## src/rtl/pipe_drain_if.sv

```systemverilog
// Handshake bundle between the pipeline front end and the drain controller.
// The pipeline (master) raises halt/stall/flush; the controller (slave)
// answers with fetch gating and drain progress.
interface pipe_drain_if;
  logic       halt_req;
  logic       stall;
  logic       flush;
  logic       fetch_en;
  logic       drain;
  logic       last;
  logic       done;
  logic [3:0] drain_cnt;

  modport master (
    output halt_req, stall, flush,
    input  fetch_en, drain, last, done, drain_cnt
  );

  modport slave (
    input  halt_req, stall, flush,
    output fetch_en, drain, last, done, drain_cnt
  );
endinterface

```

## src/rtl/pipe_drain_ctrl.sv

```systemverilog
// Halt drain controller: on a halt seen in decode, stop fetch and count
// DEPTH unstalled cycles so the pipeline empties.  Then sit in DONE until
// reset.  A halt squashed by a mispredict before it has advanced
// (drain_cnt==0) cancels the drain.
module pipe_drain_ctrl #(
  parameter int DEPTH = 4
) (
  input  logic          clk,
  input  logic          rst,
  pipe_drain_if.slave   bus
);

  typedef enum logic [1:0] {
    ST_RUN   = 2'd0,
    ST_DRAIN = 2'd1,
    ST_DONE  = 2'd2
  } state_e;

  localparam logic [3:0] LAST_CNT = 4'(DEPTH - 1);

  state_e     state_q, state_d;
  logic [3:0] cnt_q, cnt_d;
  logic       last_c;

  // Next-state, next-count and the combinational last strobe.
  always_comb begin
    // NOTE: every variable gets a default up front so no path leaves one
    // unassigned; otherwise synthesis infers a latch.
    state_d = state_q;
    cnt_d   = cnt_q;
    last_c  = 1'b0;
    unique case (state_q)
      ST_RUN: begin
        if (bus.halt_req && !bus.flush) begin
          state_d = ST_DRAIN;
          cnt_d   = 4'd0;
        end
      end
      ST_DRAIN: begin
        // A flush only squashes the halt while it is still in decode.
        if (cnt_q == 4'd0 && bus.flush) begin
          state_d = ST_RUN;
          cnt_d   = 4'd0;
        end else if (!bus.stall) begin
          if (cnt_q == LAST_CNT) begin
            last_c  = 1'b1;
            state_d = ST_DONE;
          end else begin
            cnt_d = cnt_q + 4'd1;
          end
        end
      end
      ST_DONE: begin
        state_d = ST_DONE;
      end
      default: begin
        state_d = ST_RUN;
        cnt_d   = 4'd0;
      end
    endcase
  end

  // State and counter registers, asynchronously cleared.
  always_ff @(posedge clk or posedge rst) begin
    // NOTE: sequential state uses non-blocking assignments so every flop
    // samples the pre-edge values regardless of statement order.
    if (rst) begin
      state_q <= ST_RUN;
      cnt_q   <= 4'd0;
    end else begin
      state_q <= state_d;
      cnt_q   <= cnt_d;
    end
  end

  // Fetch stops in the very cycle a valid (unsquashed) halt is decoded.
  assign bus.fetch_en  = (state_q == ST_RUN) && !(bus.halt_req && !bus.flush);
  assign bus.drain     = (state_q == ST_DRAIN);
  assign bus.done      = (state_q == ST_DONE);
  assign bus.last      = last_c;
  assign bus.drain_cnt = cnt_q;

endmodule

```

## src/flat_wrapper.sv

```systemverilog
// flat-port wrapper written by rule: the top's interface ports become plain ports
module pipe_drain_ctrl_flat 
#(
  parameter int DEPTH = 4
)
  (clk, rst, bus_halt_req, bus_stall, bus_flush, bus_fetch_en, bus_drain, bus_last, bus_done, bus_drain_cnt);
  pipe_drain_if bus_i ();
  input  logic clk;
  input  logic rst;
  input wire logic [$bits(bus_i.halt_req)-1:0] bus_halt_req;
  input wire logic [$bits(bus_i.stall)-1:0] bus_stall;
  input wire logic [$bits(bus_i.flush)-1:0] bus_flush;
  output wire logic [$bits(bus_i.fetch_en)-1:0] bus_fetch_en;
  output wire logic [$bits(bus_i.drain)-1:0] bus_drain;
  output wire logic [$bits(bus_i.last)-1:0] bus_last;
  output wire logic [$bits(bus_i.done)-1:0] bus_done;
  output wire logic [$bits(bus_i.drain_cnt)-1:0] bus_drain_cnt;
  assign bus_i.halt_req = bus_halt_req;
  assign bus_i.stall = bus_stall;
  assign bus_i.flush = bus_flush;
  assign bus_fetch_en = bus_i.fetch_en;
  assign bus_drain = bus_i.drain;
  assign bus_last = bus_i.last;
  assign bus_done = bus_i.done;
  assign bus_drain_cnt = bus_i.drain_cnt;
  pipe_drain_ctrl #(.DEPTH(DEPTH)) u_core (.clk(clk), .rst(rst), .bus(bus_i));
endmodule
```

## config.mk

```make
export PLATFORM = sky130hd
export DESIGN_NAME = pipe_drain_ctrl_flat
export DESIGN_NICKNAME = d
export VERILOG_FILES = /design/src/rtl/pipe_drain_if.sv /design/src/rtl/pipe_drain_ctrl.sv /design/src/flat_wrapper.sv
export SDC_FILE = /design/constraint.sdc
export NUM_CORES = 1
export LEC_CHECK = 0
export BUFFER_PORTS_ARGS = -buffer_cell sky130_fd_sc_hd__buf_2
export CAP_MARGIN = 30
export CELL_PAD_IN_SITES_DETAIL_PLACEMENT = 0
export CELL_PAD_IN_SITES_GLOBAL_PLACEMENT = 1
export CORE_MARGIN = 3
export CORE_UTILIZATION = 29
export CTS_BUF_LIST = sky130_fd_sc_hd__clkbuf_8
export DETAILED_ROUTE_END_ITERATION = 8
export PLACE_DENSITY_LB_ADDON = 0.1
export SYNTH_ARGS = -nofsm -noshare
export SYNTH_HDL_FRONTEND = slang
export SYNTH_SLANG_ARGS = --single-unit
```

## constraint.sdc

```tcl
create_clock -name clk -period 1.6 [get_ports clk]
set_input_delay 0.16 -clock clk [delete_from_list [all_inputs] [get_ports clk]]
set_output_delay 0.16 -clock clk [all_outputs]
set_load 0.02 [all_outputs]
```

## Word-level counts from Yosys, hierarchy flattened

Cells that the tools add are included.
W data, S select, Z words.

| word-level totals | value |
|---|---|
| word-level logic and storage cells | 34 |
| bits in registers | 6 |

| cells by class | value |
|---|---|
| eq/ne operators | 7 |
| reductions and logical operators | 9 |
| bitwise operators | 1 |
| add/subtract/negate cells | 1 |
| muxes and demuxes | 14 |

Operator list:

| operator | count |
|---|---|
| $mux W4 | 4 |
| $pmux W4 S3 | 1 |
| $mux W2 | 4 |
| $ne A3 B2 Y1 const B | 2 |
| $pmux W2 S3 | 1 |
| $add A4 B1 Y4 const B | 1 |
| $eq A4 B2 Y1 const B | 1 |
| $logic_not A4 Y1 | 1 |
| $mux W1 | 4 |
| $reduce_and A4 Y1 | 1 |
| $logic_and A1 B1 Y1 | 3 |
| $ne A3 B1 Y1 const B | 1 |
| $reduce_and A3 Y1 | 1 |
| $eq A2 B1 Y1 const B | 1 |
| $eq A2 B2 Y1 const B | 1 |
| $logic_not A1 Y1 | 2 |
| $logic_not A2 Y1 | 1 |
| $ne A2 B2 Y1 const B | 1 |
| $not A1 Y1 | 1 |

## Longest topological paths before layout

| logic depth | value |
|---|---|
| word-level depth | 5 |
| gate-level depth with buffers | 5 |

## Least setup slack after synthesis

Ideal clock, no wire load.

| path | value |
|---|---|
| path kind | register -> register |
| start | register u_core.cnt_q[1], in the netlist u_core.bus.drain_cnt[1] |
| end | register u_core.cnt_q[1], in the netlist u_core.bus.drain_cnt[1] |
| data required time | 1,474 ps |
| buffers on the path | 0 |
| stages on the path, launching flop included | 5 |
| arrival time | 1,441 ps |
| path slack | 32 ps |
| clock period less this slack | 1,568 ps |
| setup time | 126 ps |
| path through | dfrtp_1 > ha_1 > nor3b_1 > o211ai_2 > a311o_1 |

| on the way | value |
|---|---|
| longest elaborated chain between the ends | 5 |
| elaborated cells on any way between the ends | 11 |
| classes of those cells | 1 x add/sub; 3 x eq/ne; 4 x mux; 3 x reduce/logical |

Ends and longest elaborated chain:

| what | line | text |
|---|---|---|
| start: declaration | pipe_drain_ctrl.sv:22 | `logic [3:0] cnt_q, cnt_d;` |
| start signal: assignment | pipe_drain_ctrl.sv:72 | `cnt_q <= cnt_d;` |
| $add A4 B1 Y4 | pipe_drain_ctrl.sv:49 | `cnt_d = cnt_q + 4'd1;` |
| $mux W4 | pipe_drain_ctrl.sv:45 | `if (cnt_q == LAST_CNT) begin` |
| $mux W4 | pipe_drain_ctrl.sv:44 | `end else if (!bus.stall) begin` |
| $mux W4 | pipe_drain_ctrl.sv:41 | `if (cnt_q == 4'd0 && bus.flush) begin` |
| $pmux W4 S3 | pipe_drain_ctrl.sv:32 | `unique case (state_q)` |

Several ways; a longest one is shown, not always the timed one. The select of a mux whose other input is x is not followed.
A chain may end at the register's enable or synchronous reset.

## Worst setup path in the final report

| path | value |
|---|---|
| start | register u_core.cnt_q[0], in the netlist u_core.bus.drain_cnt[0] |
| end | output port bus_last |

| on the way | value |
|---|---|
| longest elaborated chain between the ends | 5 |
| elaborated cells on any way between the ends | 7 |
| classes of those cells | 1 x eq/ne; 4 x mux; 2 x reduce/logical |

Ends and longest elaborated chain:

| what | line | text |
|---|---|---|
| $eq A4 B2 Y1 | pipe_drain_ctrl.sv:45 |  |
| $mux W1 | pipe_drain_ctrl.sv:45 |  |
| $mux W1 | pipe_drain_ctrl.sv:44 |  |
| $mux W1 * | pipe_drain_ctrl.sv:41 |  |
| $mux W1 * | pipe_drain_ctrl.sv:32 |  |
| end: declaration | flat_wrapper.sv:15 | `output wire logic [$bits(bus_i.last)-1:0] bus_last;` |

Every way passes the cells marked *; elsewhere a longest branch is shown, timed or not.

==> metrics.md <==
| Metric | Value |
|---|---|
| R2R Path Start | `u_core.bus.drain_cnt[0]$_DFFE_PP0P_` |
| Mean Syn Cell Area | `10.07 sq um` |
| Drt drc | `0` |
| Fmax achieved | `648.8 MHz` |
| Setup violators final | `0` |
| Pwr/cell area | `1424 mW/mm^2` |
| Clk sinks | `6` |
| Crit Path Class | `register to output pin` |
| Top sig layer | `met4` |
| Synth cell types | `26` |
| Bufs and invs on worst path | `2` |
| Arr. time, crit path | `1.38 ns` |
| Avg WL per Cell | `14.04 um` |
| Initial Utilization | `between 30 and 40%` |
| Worst EP required | `1.44 ns` |
| Via/cell ratio | `5.263` |
| Syn nets | `50` |
| #FFs+latches synth | `6` |
| Most frequent cell after synthesis | `dfrtp_1` |
| Reg2reg setup slack | `about 0.11 ns` |
| Hold Crit Start | `bus_halt_req` |
| Ant diodes | `0` |
| Fin. max-slew vios | `0` |
| WL met2 | `522 um` |
| CTS tree | `built` |
| Clock root buffer | `clkbuf_8` |
| Relative slew slack | `75.13%` |
| Die area | `0.001992 sq mm` |
| Area growth from synthesis to layout | `52.31%` |
| Std cell rows | `13` |
| Routed wl met3 | `56 um` |
| Iter 0 DRT Violations | `4` |
| Fin. Hold Viols | `0` |
| Peak supply drop | `around 770 uV` |
| Critical Path Sink Type | `output pin` |
| Clock Latency Late Sink | `0.21 ns` |
| Synth cell count leaders | `6 x dfrtp_1, 5 x inv_1, 3 x nor3b_1` |
| Cell internal pwr | `0.5663 mW` |
| Clock power share | `23.0%` |
| Clock skew | `0.001643 ns` |
| Critical path's top delay family | `flip-flops` |
| CP max stage delay | `0.45 ns` |
| Worst-case clock buffer depth | `2` |
| Worst Setup SP | `u_core.bus.drain_cnt[0]$_DFFE_PP0P_` |
| Final GP Congestion | `0.8304` |
| Vias | `421` |
| Cts bufs inserted | `3` |
| Die width | `approximately 45 um` |
| Sequential fraction of the synthesis area | `34.68%` |
| Synth top area share | `34.68%` |
| Antenna violations before repair | `0` |
| Chip height | `44.64 um` |
| Fin util | `48.84%` |
| Critical Path Source Type | `register` |
| Leak | `0.3094 nW` |
| Psw | `0.3725 mW` |
| Worst-margin pin slew | `0.3684 ns` |
| Synthesized area | `between 400 and 500 sq um` |
| Clock slew at reported path FFs | `around 0.030 ns` |
| Layout net count | `74` |
| Max-Cap Viols | `0` |
| Top cell type by total area after synthesis | `dfrtp_1` |
| Core ar. | `0.001350 sq mm` |
| Sw frac | `39.67%` |
| Crit-path slowest cell | `dfrtp_1` |
| First-pass DRT Iterations | `4` |
| Ys flop type | `dfrtp_1` |
| Tcrit/Tclk final | `around 96%` |
| Gate power share | `48.7%` |
| Setup WS pre-CTS | `-0.01376 ns` |
| # port buffers | `12` |
| Dpl cell area | `526.8 sq um` |
| Wirelength, routed | `between 1000 and 1500 um` |
| Num ports | `13` |
| Vias in the first global route | `437` |
| Worst path cell trace | `ha_4 -> nor4b_4 -> nand3_2 -> inv_1 -> buf_2` |
| Yosys warns | `0` |
| Minimum clock period | `1.541 ns` |
| Crit-path max FO | `5` |
| Post-DRT Antenna Nets | `0` |
| Post-Syn Instances | `43` |
| Post-Route M1 WL | `537 um` |
| Total GRT Usage | `13.00%` |
| Largest net degree at the start of global routing | `11` |
| Post-route setup slack | `0.05858 ns` |
| Fraction of registers with async set or reset after synthesis | `100.0%` |
| Post-synth EDFFs | `0` |
| Final instance area | `about 660 sq um` |
| First-pass GRT wire length | `1952 um` |
| Worst hold-check path type | `input pin to register` |
| Synth area leaders | `dfrtp_1 35%, nand4bb_4 6.4%, ha_1 5.8%, nor3b_1 5.2%, inv_1 4.3%` |
| Flop pwr share | `between 20% and 30%` |
| Outcome | `finished clean` |
| GRT overflow | `0` |
| Layout cell share with drive strength beyond 1 | `approximately 54%` |
| Htree depth | `1` |
[power groups by stage]
stage / combinational, mW / sequential (mW) / clock [mW]
after floorplan: 0.244 / 0.265 / 0
after global placement: 0.376 / 0.250 / 0
after detailed placement: 0.373 / 0.257 / 0
after CTS: 0.389 / 0.257 / 0.220
after global routing: 0.513 / 0.276 / 0.231
final: 0.457 / 0.266 / 0.216
[metal layers]
| layer | vias to the layer above | track usage (%) |
|---|---|---|
| li1 | 210 | - |
| met1 | 197 | 18.32 |
| met2 | 12 | 19.77 |
| met3 | 2 | 1.626 |
| met4 | 0 | 5.422 |
| met5 | - | 0 |
[placed cells by master, fill, tap and decap left out, types with 2 or more instances in the layout]
master / count
buf_4: 6
a41oi_1: 2
inv_2: 3
dfrtp_1: 5
inv_1: 3
nor2b_1: 2
ha_4: 2
buf_2: 12
a31oi_1: 2
clkbuf_8: 3
nand2_1: 2
nor3b_1: 2
nand2b_1: 2
[timing repair]
item,in CTS,in global routing
hold endpoints to repair,6,0
endpoints found under the setup margin,2,2
pin swaps,0,1
hold buffers,1,0
buffers inserted,0,4
gates resized for setup,6,5
[path summary, 6_finish.rpt]
check / end / depth (start not counted)
min in group asynchronous: u_core.state_q[0]$_DFFE_PP0P_ / 3
max: bus_last / 5
min: u_core.state_q[0]$_DFFE_PP0P_ / 3
min reg2reg: u_core.state_q[0]$_DFFE_PP0P_ / 1
max in group asynchronous: u_core.bus.drain_cnt[1]$_DFFE_PP0P_ / 3
max reg2reg: u_core.bus.drain_cnt[1]$_DFFE_PP0P_ / 4
[sequential cells by signal (all words and copies together), names as in the netlist]
name	flops
u_core.bus.drain_cnt	4
u_core.state_q	2
[cell families after synthesis]
group                      count (synthesis)  share of synthesized area, %
AOI/OAI and AO/OA                         12                         23.70
adders and majority gates                  2                         5.779
buffers and inverters                      6                         5.202
DFF                                        6                         34.68
and+or+nand+nor                           17                         30.64
[final cells by class]
class / count / area [sq um]
clock buffer: 3 / 41.29
fill: 134 / 690.7
multi-input combinational: 31 / 310.3
inverter: 6 / 22.52
timing repair buffer: 19 / 115.1
tap: 15 / 18.77
sequential: 6 / 151.4
[per-stage QoR]
stage	hold WS, ns	power (mW)	setup TNS [ns]	std cells
after floorplan	-0.04904	0.5090	0	43
after global placement	0.06984	0.6267	0	72
after detailed placement	0.07549	0.6298	-0.01376	72
after CTS	0.2630	0.8658	0	76
after global routing	0.2805	1.019	-0.01097	80
final	0.2556	0.9388	0	80
[tightest hold or removal path: cells and delay by family]
kind / cells / cell delay, ns
buf+inv: 1 / 0.10
compound gates: 1 / 0.08
simple gates: 1 / 0.08
Note: power is estimated with default switching activity, not from simulation.
